[config.mk]
export PLATFORM = sky130hd
export DESIGN_NAME = clint
export DESIGN_NICKNAME = d
export VERILOG_FILES = /design/src/rtl/clint.sv
export SDC_FILE = /design/constraint.sdc
export NUM_CORES = 1
export LEC_CHECK = 0
export CORE_UTILIZATION = 45
export CTS_CLUSTER_SIZE = 10
export DETAILED_ROUTE_END_ITERATION = 16
export PLACE_DENSITY = 0.86
export SLEW_MARGIN = 10
export SYNTH_ARGS = -nofsm -noshare
export SYNTH_HDL_FRONTEND = slang
export SYNTH_SLANG_ARGS = --single-unit
[constraint.sdc]
create_clock -name clock -period 11.3 [get_ports clock]
set_input_delay 1.13 -clock clock [delete_from_list [all_inputs] [get_ports clock]]
set_output_delay 1.13 -clock clock [all_outputs]
set_load 0.01 [all_outputs]
[src/rtl/clint.sv]
// Core-local interruptor: Wishbone slave exposing msip, mtimecmp and a
// free-running mtime counter advanced by a programmable prescaler.
module clint #(
    parameter int DATA_SIZE    = 32,
    parameter int CLOCK_CYCLES = 1
) (
    input  logic                   clock,
    input  logic                   reset,
    input  logic                   CYC_I,
    input  logic                   STB_I,
    input  logic                   WE_I,
    input  logic [15:0]            ADR_I,
    input  logic [DATA_SIZE/8-1:0] SEL_I,
    input  logic [DATA_SIZE-1:0]   DAT_I,
    output logic [DATA_SIZE-1:0]   DAT_O,
    output logic                   ACK_O,
    output logic [DATA_SIZE-1:0]   msip,
    output logic [63:0]            mtime,
    output logic [63:0]            mtimecmp
);

    localparam int LANES = DATA_SIZE / 8;
    localparam int PW    = ($clog2(CLOCK_CYCLES) > 7) ? $clog2(CLOCK_CYCLES) : 7;

    // state | meaning
    // IDLE  | waiting for CYC_I & STB_I; access is sampled on the leaving edge
    // ACK   | acknowledge the access for one cycle
    typedef enum logic {IDLE = 1'b0, ACK = 1'b1} state_t;

    state_t                 state;
    state_t                 state_next;
    logic                   accept;
    logic                   wr;
    logic                   hit_msip;
    logic                   hit_cmp_lo;
    logic                   hit_cmp_hi;
    logic                   hit_time_lo;
    logic                   hit_time_hi;
    logic                   tick;
    logic [PW-1:0]          presc;
    logic                   msip_bit;
    logic [DATA_SIZE-1:0]   rdata;

    // Replace the selected byte lanes of a 64-bit register; hi picks the
    // upper 32-bit half when the bus is 32 bits wide.
    function automatic logic [63:0] merge(input logic [63:0] old,
                                          input logic [DATA_SIZE-1:0] d,
                                          input logic [LANES-1:0] s,
                                          input logic hi);
        logic [63:0] r;
        r = old;
        for (int i = 0; i < LANES; i++) begin
            if (s[i]) r[(hi ? 32 : 0) + 8*i +: 8] = d[8*i +: 8];
        end
        return r;
    endfunction

    assign accept = (state == IDLE) && CYC_I && STB_I;
    assign wr     = accept && WE_I;
    assign ACK_O  = (state == ACK);
    assign tick   = (presc == PW'(CLOCK_CYCLES - 1));
    assign msip   = DATA_SIZE'(msip_bit);

    // Bus FSM state register.
    always_ff @(posedge clock or posedge reset) begin
        if (reset) state <= IDLE;
        else       state <= state_next;
    end

    // Bus FSM next state: one ACK cycle per accepted strobe.
    always_comb begin
        state_next = state;
        case (state)
            IDLE:    if (CYC_I && STB_I) state_next = ACK;
            ACK:     state_next = IDLE;
            default: state_next = IDLE;
        endcase
    end

    // Address decode; upper-half registers only exist on a 32-bit bus.
    always_comb begin
        hit_msip    = (ADR_I == 16'h0000);
        hit_cmp_lo  = (ADR_I == 16'h4000);
        hit_cmp_hi  = (DATA_SIZE == 32) && (ADR_I == 16'h4004);
        hit_time_lo = (ADR_I == 16'hBFF8);
        hit_time_hi = (DATA_SIZE == 32) && (ADR_I == 16'hBFFC);
    end

    // Read mux; the cast keeps the low DATA_SIZE bits of 64-bit registers.
    always_comb begin
        rdata = '0;
        if (hit_msip)         rdata = DATA_SIZE'(msip_bit);
        else if (hit_cmp_lo)  rdata = DATA_SIZE'(mtimecmp);
        else if (hit_cmp_hi)  rdata = DATA_SIZE'(mtimecmp[63:32]);
        else if (hit_time_lo) rdata = DATA_SIZE'(mtime);
        else if (hit_time_hi) rdata = DATA_SIZE'(mtime[63:32]);
    end

    // Prescaler runs 0..CLOCK_CYCLES-1 independently of bus writes.
    always_ff @(posedge clock or posedge reset) begin
        if (reset)     presc <= '0;
        else if (tick) presc <= '0;
        else           presc <= presc + 1'b1;
    end

    // mtime: a bus write wins over the increment and drops it.
    always_ff @(posedge clock or posedge reset) begin
        if (reset)
            mtime <= '0;
        else if (wr && (hit_time_lo || hit_time_hi))
            mtime <= merge(mtime, DAT_I, SEL_I, hit_time_hi);
        else if (tick)
            mtime <= mtime + 64'd1;
    end

    // mtimecmp resets to all ones so no timer interrupt is pending.
    always_ff @(posedge clock or posedge reset) begin
        if (reset)
            mtimecmp <= '1;
        else if (wr && (hit_cmp_lo || hit_cmp_hi))
            mtimecmp <= merge(mtimecmp, DAT_I, SEL_I, hit_cmp_hi);
    end

    // msip keeps only bit 0, written through lane 0.
    always_ff @(posedge clock or posedge reset) begin
        if (reset)                         msip_bit <= 1'b0;
        else if (wr && hit_msip && SEL_I[0]) msip_bit <= DAT_I[0];
    end

    // Read data captured at acceptance and held until the next read.
    always_ff @(posedge clock or posedge reset) begin
        if (reset)                DAT_O <= '0;
        else if (accept && !WE_I) DAT_O <= rdata;
    end

endmodule

==> flow_summary.ini, run 1 <==
[place]
dp_hpwl_mm = 21.1
dpl_cell_area_sq_um = 11800
gp_congestion = 0.914
port_buffers = 218
dp_slack_ns = 6.57

[logic_synthesis]
synthDistinctLibCells = 62
yosysWarnings = 0
synth_area_sq_um = 9550
syn_avg_cell_area_sq_um = 10.7
ys.flop_type = dfrtp_1
yosysSeqAreaShare_pct = 45.1
netlist_instances = 893
ys_ff_latch = 169
synth-edff-count = 0
synthArstFlopShare_pct = 100

[status]
status = completed

[worst_setup_path]
crit_type = in -> reg
critPathRequiredTime_ns = 11.67
crit_family = simple AND/OR/NAND/NOR gates
worst_path_largest_cell_delay_ns = 1.01
start_kind = input pin
critPathBufInv = 2
endpoint = DAT_O[5]
r2r_start = mtime[2]
reg2regPathDepth = 6
worstPathCellList = clkdlybuf4s50_1 -> nor4_1 -> nand4_4 -> a21oi_2 -> buf_4 -> a22o_1
r2r_slack_ns = 8.19
cp-startpoint = ADR_I[4]
crit_fanout = 34
crit_path_top_delay_cell = a21oi_2
cp.arrival_ns = 4.61
cp-end-kind = flip-flop
crit_cells = 6
reg2reg_to = mtime[51]

[cells_and_area]
layout_common_cells = clkdlybuf4s50_1 (217), dfrtp_1 (105), nor2_1 (74)
final_common_cell = clkdlybuf4s50_1
final_nets = 1154
drive_above_1_share_pct = 18.2
final_util_pct = 60.6
final_cell_area_sq_um = 12400
synthToLayoutAreaGrowth_pct = 30.1
diodes = 0

[power]
clkPwrFrac_pct = 47.4
p_sw_share_pct = 22.3
leakagePower_nw = 5.05
vdd_ir_drop_max_v = 0.000112
p_per_area_nw_per_um2 = 107
seq_power_share_pct = 46.5
p_int_w = 0.00103
p_switching_w = 0.000296
combPwrFrac_pct = 6.1
power.total_w = 0.00133

[cts]
numCtsBuffers = 17
htreeDepth = 4
cts_root_buf = clkbuf_16
cts_tree = yes
clk-insertion-delay-late_ns = 0.44
post_cts.repair.setup_buffers = 0
cts-hold-fix-buffers = 0
clkTransAtPathRegs_ns = 0.06
cts-resized-gates = 0
cts_sinks = 169
cts_max_path_buffers = 2

[die]
die_w_microns = 148
die_y_microns = 148
num_io_pins = 250
initial_core_util_pct = 46.6
fp.coreArea_sq_um = 20500
rows = 52
die_area_sq_um = 21800

[route]
wl_per_cell_microns = 22.2
drtPass1Iterations = 7
drc = 0
drtAntennaViolNets = 0
routed_wl_mm = 30.5
viasPerCell = 6.29
drt_iter0_drc = 898
num_vias = 8658

[timing]
setup_viol = 0
rsz0062_at_grt = no
skew_ns = 0.00787
clock.fmax_mhz = 236
hold_viol = 0
fin_ws_ns = 7.06
slew_viol_final = 0
fin_tns_setup_ns = 0
worstMarginPinSlew_ns = 1.05
min_period_ns = 4.24
relSlewSlack_pct = 29.5
period_share_pct = 37.5

[hold_path]
hp-class = reg -> reg
hold_path_depth = 1

[grt]
grt_pass1_vias = 8507
antenna_found_initial = 0
grt.total_usage_pct = 28.6
grt-ovfl-total = 0
grt_pass1_wl_mm = 47.6
grt_max_degree = 92

[flow_run]
drv_cap = 0
[per-stage QoR]
step / instances / hold slack, ns
detailed placement: 1345 / 0.462
CTS: 1377 / 0.476
global placement: 1345 / 0.452
global route: 1377 / 0.498
floorplan: 923 / 0.437
finish: 1377 / 0.475
[final cells by class]
| type | count | area, sq um |
|---|---|---|
| inverters | 11 | 46.3 |
| clock inverters | 7 | 140 |
| clock buffers | 25 | 485 |
| multi-input cells | 668 | 4860 |
| well taps | 270 | 338 |
| repair buffers | 227 | 2240 |
| flip-flops and latches | 169 | 4310 |
| fillers | 1643 | 8070 |
[power groups by stage]
stage / Combinational [W] / Clock, W / Sequential [W]
2_1_floorplan: 0.0000435 / 0 / 0.000626
3_3_place_gp: 0.0000790 / 0 / 0.000626
3_5_place_dp: 0.0000807 / 0 / 0.000627
4_1_cts: 0.0000813 / 0.000637 / 0.000617
5_1_grt: 0.0000878 / 0.000667 / 0.000617
6_report: 0.0000810 / 0.000630 / 0.000617
[kinds of logic (layout without fill, tap and decap cells)]
family	after synthesis	count (layout)	synth area share (%)
buffers and inverters	86	270	5.19
xor gates and xnor gates	7	7	0.642
DFF	169	169	45.1
AOI/OAI and AO/OA	191	191	13.6
other	1	31	0.0393
adders and majority gates	3	3	0.393
and+or+nand+nor	333	333	18.4
muxes	103	103	16.6
[registers in the layout (all words and copies together), names as in the netlist]
register  cells
mtime        64
presc         7
mtimecmp     64
msip_bit      1
DAT_O        32
ACK_O         1
[worst register-to-register path: stages, from the launching register on]
cell and delay, ns:
dfrtp_1 0.51, nand3_1 0.21, nor3_2 0.89, nand4_1 0.57, or4_1 0.63, o22ai_1 0.14
nor2_1 0.06
[synth_stat cells (9+ instances only)]
master      n  area share, %
a22o_1     31            2.8
nand4_1    38            2.5
clkbuf_1   21           0.83
o22ai_1     9           0.59
dfrtp_1   105             28
dfstp_2    64             18
o32ai_1    13            1.2
and3_1     13           0.85
nor4_1     16            1.0
nor2_1     75            2.9
mux2_2     65            7.7
inv_1      11           0.43
a21oi_1    47            2.5
a211oi_1   12           0.94
nor3_1     21            1.1
a22oi_1    11           0.86
buf_4      33            2.6
mux4_1     24            6.6
o21ai_0    35            1.8
buf_2      15           0.79
nand2_1    73            2.9
nand3_1    46            2.4
[per-layer routing]
metal	part of all wire (%)	GRT usage, %
met2	48	47.2
met5	0	0
met3	9.6	6.45
met4	2.9	12.1
met1	39	36.2
[worst min-delay path by stage]
stage / start / endpoint / slack, ns
2_1_floorplan: presc[6] / presc[6] / 0.44
3_3_place_gp: presc[6] / presc[6] / 0.45
3_5_place_dp: presc[6] / presc[6] / 0.46
4_1_cts: presc[6] / presc[6] / 0.48
5_1_grt: presc[6] / presc[6] / 0.50
6_report: presc[6] / presc[6] / 0.47
Power figures use the tool's default switching activity.
==> inputs of run 2 (changes only) <==
PLACE_DENSITY = 0.89   (was 0.86)
clock period = 3.9 ns   (was 11.3 ns; I/O delays follow)
==> flow_summary.ini, run 2 (synthesis results as in run 1) <==
[status]
status = completed

[timing]
hold_viol = 0
setup_viol = 0
relSlewSlack_pct = 33.1
rsz0062_at_grt = no
period_share_pct = 78.4
skew_ns = 0.0109
min_period_ns = 3.06
fin_hold_ws_ns = 0.373
slew_viol_final = 0
fin_tns_setup_ns = 0
clock.fmax_mhz = 327
worstMarginPinSlew_ns = 1.00

[cells_and_area]
final_util_pct = 61.5
final_cell_area_sq_um = 12600
synthToLayoutAreaGrowth_pct = 32.0
layout_common_cells = clkdlybuf4s50_1 (217), dfrtp_1 (105), nor2_1 (74)
diodes = 0
final_common_cell = clkdlybuf4s50_1
drive_above_1_share_pct = 19.5
reg.largest.list = mtime x64, mtimecmp x64, DAT_O x32
stdcell_count = 1392
final_nets = 1169

[cts]
clkTransAtPathRegs_ns = 0.07
cts_max_path_buffers = 2
cts_root_buf = clkbuf_16
cts_tree = yes
cts_sinks = 169
cts-hold-fix-buffers = 0
clk-insertion-delay-late_ns = 0.44
cts-resized-gates = 0
post_cts.repair.setup_buffers = 0
htreeDepth = 4
numCtsBuffers = 17

[worst_setup_path]
critPathRequiredTime_ns = 4.21
worstPathCellList = ha_1 -> nand4_1 -> nor4_2 -> nand4_1 -> nor4_2 -> mux2i_1 -> o21ai_1
worst_path_largest_cell_delay_ns = 0.63
r2r_slack_ns = 0.84
crit_path_top_delay_cell = nor4_2
r2r_start = mtime[0]
cp.arrival_ns = 3.37
reg2regPathDepth = 7
crit_fanout = 9
reg2reg_to = mtime[62]
cp-startpoint = mtime[0]
crit_type = reg -> reg
cp-end-kind = flip-flop
start_kind = flip-flop

[die]
num_io_pins = 250
die_w_microns = 148
fp.coreArea_sq_um = 20500
die_area_sq_um = 21800
initial_core_util_pct = 46.6
rows = 52
die_y_microns = 148

[route]
drc = 0
num_vias = 8857
drtAntennaViolNets = 0
drtPass1Iterations = 6
viasPerCell = 6.36
wl_per_cell_microns = 22.4
routed_wl_mm = 31.2
drt_iter0_drc = 887

[place]
dpl_cell_area_sq_um = 11900
port_buffers = 218
gp_congestion = 0.987
dp_hpwl_mm = 22.0
dp_cells = 1360

[flow_run]
drv_cap = 0

[grt]
grt_pass1_vias = 8707
antenna_found_initial = 0
grt_max_degree = 50
grt.total_usage_pct = 28.9
grt-ovfl-total = 0
grt_pass1_wl_mm = 48.6

[power]
leakagePower_nw = 5.14
p_per_area_nw_per_um2 = 320
vdd_ir_drop_max_v = 0.000299

[hold_path]
hp-class = in -> async
==> run 2: critical path, delay by kind of cell (launching register included) <==
| kind | cells | cell delay (ns) |
|---|---|---|
| muxes | 1 | 0.23 |
| DFF | 1 | 0.55 |
| and+or+nand+nor | 4 | 1.67 |
| adders and majority gates | 1 | 0.40 |
| AOI/OAI and AO/OA | 1 | 0.08 |
==> run 2: area by class of cell <==
class	instances	area [sq um]
clock buffers	20	437
clock inverters	12	250
fillers	1602	7880
inverters	11	45.0
multi-input cells	668	4860
flip-flops and latches	169	4310
well taps	270	338
repair buffers	242	2370
==> run 2: how the worst max path moves through the flow <==
stage / to / slack (ns) / depth (start not counted)
6_report: mtime[62] / 0.84 / 7
5_1_grt: mtime[62] / 0.73 / 7
4_1_cts: mtime[62] / 0.91 / 7
3_5_place_dp: mtime[5] / 0.74 / 7
3_3_place_gp: DAT_O[26] / 0.82 / 8
2_1_floorplan: ACK_O / 1.41 / 1
==> run 2: report_power, final <==
| group | switching, W | total (W) | internal [W] |
|---|---|---|---|
| sequential | 0.0000216 | 0.00179 | 0.00177 |
| combinational | 0.000136 | 0.000242 | 0.000106 |
| clock | 0.000735 | 0.00200 | 0.00127 |
| total | 0.000893 | 0.00403 | 0.00314 |
==> run 2: per-stage QoR <==
stage	setup WS, ns	power, W
CTS	0.913	0.00404
global placement	0.820	0.00205
detailed placement	0.740	0.00206
global route	0.726	0.00415
finish	0.841	0.00403
floorplan	1.41	0.00194
==> run 2: per-layer routing <==
metal	GRT usage [%]	routed length (microns)	vias to the layer above
li1	-	-	3816
met1	36.9	12100	4330
met2	47.1	15000	628
met3	7.28	3210	83
met4	11.7	885	0
met5	0	0	-
==> inputs of run 3 (changes only) <==
PLACE_DENSITY = 0.86   (was 0.89)
clock period = 3 ns   (was 3.9 ns; I/O delays follow)
==> flow_summary.ini, run 3 (synthesis results as in run 1) <==
[worst_setup_path]
critPathRequiredTime_ns = 3.30
worst_path_largest_cell_delay_ns = 0.61
worstPathCellList = or4_4 -> nor2_2 -> o21ai_0 -> buf_4 -> or4_1 -> nand3_1 -> o211ai_1
cp.arrival_ns = 3.02
crit_path_top_delay_cell = or4_4
crit_fanout = 9
start_kind = flip-flop
cp-end-kind = flip-flop
crit_type = reg -> reg

[route]
routed_wl_mm = 30.3
drtAntennaViolNets = 0
viasPerCell = 6.11
drtPass1Iterations = 7
drc = 0
num_vias = 8655
wl_per_cell_microns = 21.4
drt_iter0_drc = 888

[grt]
grt_max_degree = 45
grt.total_usage_pct = 28.3
grt_pass1_vias = 8680
antenna_found_initial = 0
grt-ovfl-total = 0
grt_pass1_wl_mm = 47.5

[cts]
cts_sinks = 169
cts_tree = yes
cts-resized-gates = 0
clkTransAtPathRegs_ns = 0.07
numCtsBuffers = 17
post_cts.repair.setup_buffers = 0
clk-insertion-delay-late_ns = 0.44
cts-hold-fix-buffers = 0
htreeDepth = 4
cts_root_buf = clkbuf_16
cts_max_path_buffers = 2

[cells_and_area]
diodes = 0
synthToLayoutAreaGrowth_pct = 33.2
final_nets = 1194
reg.largest.list = mtime x64, mtimecmp x64, DAT_O x32
layout_common_cells = clkdlybuf4s50_1 (217), dfrtp_1 (105), nor2_1 (74)
final_common_cell = clkdlybuf4s50_1
drive_above_1_share_pct = 21.5
final_cell_area_sq_um = 12700
final_util_pct = 62.1
fill_cells = 1672

[flow_run]
drv_cap = 0

[power]
p_int_w = 0.00358
p_switching_w = 0.00115
p_sw_share_pct = 24.2
power.total_w = 0.00473
seq_power_share_pct = 49.1
p_per_area_nw_per_um2 = 372
clkPwrFrac_pct = 44.1
combPwrFrac_pct = 6.7
leakagePower_nw = 5.22
vdd_ir_drop_max_v = 0.000422

[die]
die_w_microns = 148
fp.coreArea_sq_um = 20500
num_io_pins = 250
die_area_sq_um = 21800
die_y_microns = 148
initial_core_util_pct = 46.6
rows = 52

[place]
dpl_cell_area_sq_um = 12200
port_buffers = 218
dp_hpwl_mm = 22.1
gp_congestion = 0.943
dp_slack_ns = 0.131

[timing]
clock.fmax_mhz = 367
min_period_ns = 2.73
rsz0062_at_grt = no
skew_ns = 0.0123
hold_viol = 0
fin_ws_ns = 0.275
period_share_pct = 90.8
setup_viol = 0
relSlewSlack_pct = 44.1
worstMarginPinSlew_ns = 0.837
slew_viol_final = 0
fin_tns_setup_ns = 0

[hold_path]
hp-class = in -> async

[status]
status = completed
## run 3: layout make-up
| type | count | area [sq um] | area share (%) |
|---|---|---|---|
| clock buffers | 18 | 429 | 3.37 |
| repair buffers | 267 | 2610 | 20.5 |
| multi-input cells | 668 | 4870 | 38.3 |
| well taps | 270 | 338 | 2.66 |
| inverters | 11 | 45.0 | 0.354 |
| clock inverters | 14 | 125 | 0.983 |
| flip-flops and latches | 169 | 4310 | 33.9 |
## run 3: path summary, 6_finish.rpt
kind                       slack, ns      from      endpoint  cells past startpoint
min                             0.39     reset     DAT_O[26]                      2
max in group asynchronous       1.86     reset  mtimecmp[43]                      3
min reg2reg                     0.49  presc[6]      presc[6]                      1
max                             0.27  presc[2]     mtime[41]                      7
max reg2reg                     0.27  presc[2]     mtime[41]                      7
min in group clock              0.49  presc[6]      presc[6]                      1
## run 3: power groups by stage
stage	Sequential [W]	Combinational, W	Clock (W)
after detailed placement	0.00236	0.000319	0
final	0.00232	0.000319	0.00209
after global routing	0.00232	0.000346	0.00221
after floorplan	0.00236	0.000164	0
after CTS	0.00232	0.000320	0.00211
after global placement	0.00236	0.000312	0
## run 3: stage by stage
stage,hold WS [ns],std cells
after detailed placement,0.471,1385
after global placement,0.454,1385
after floorplan,0.431,923
after global routing,0.442,1417
final,0.387,1417
after CTS,0.407,1417
## run 3: critical path, delay by kind of cell (launching register included)
| family | cells | cell delay, ns |
|---|---|---|
| simple gates | 4 | 1.60 |
| flops | 1 | 0.43 |
| compound gates | 2 | 0.33 |
| buf+inv | 1 | 0.22 |
## run 3: per-layer routing
| layer | share of wire (%) | track usage, % | up-vias |
|---|---|---|---|
| met5 | 0 | 0 | - |
| met4 | 2.5 | 10.7 | 0 |
| met3 | 8.7 | 6.23 | 73 |
| met2 | 48 | 47.0 | 507 |
| met1 | 40 | 36.1 | 4219 |
| li1 | - | - | 3856 |
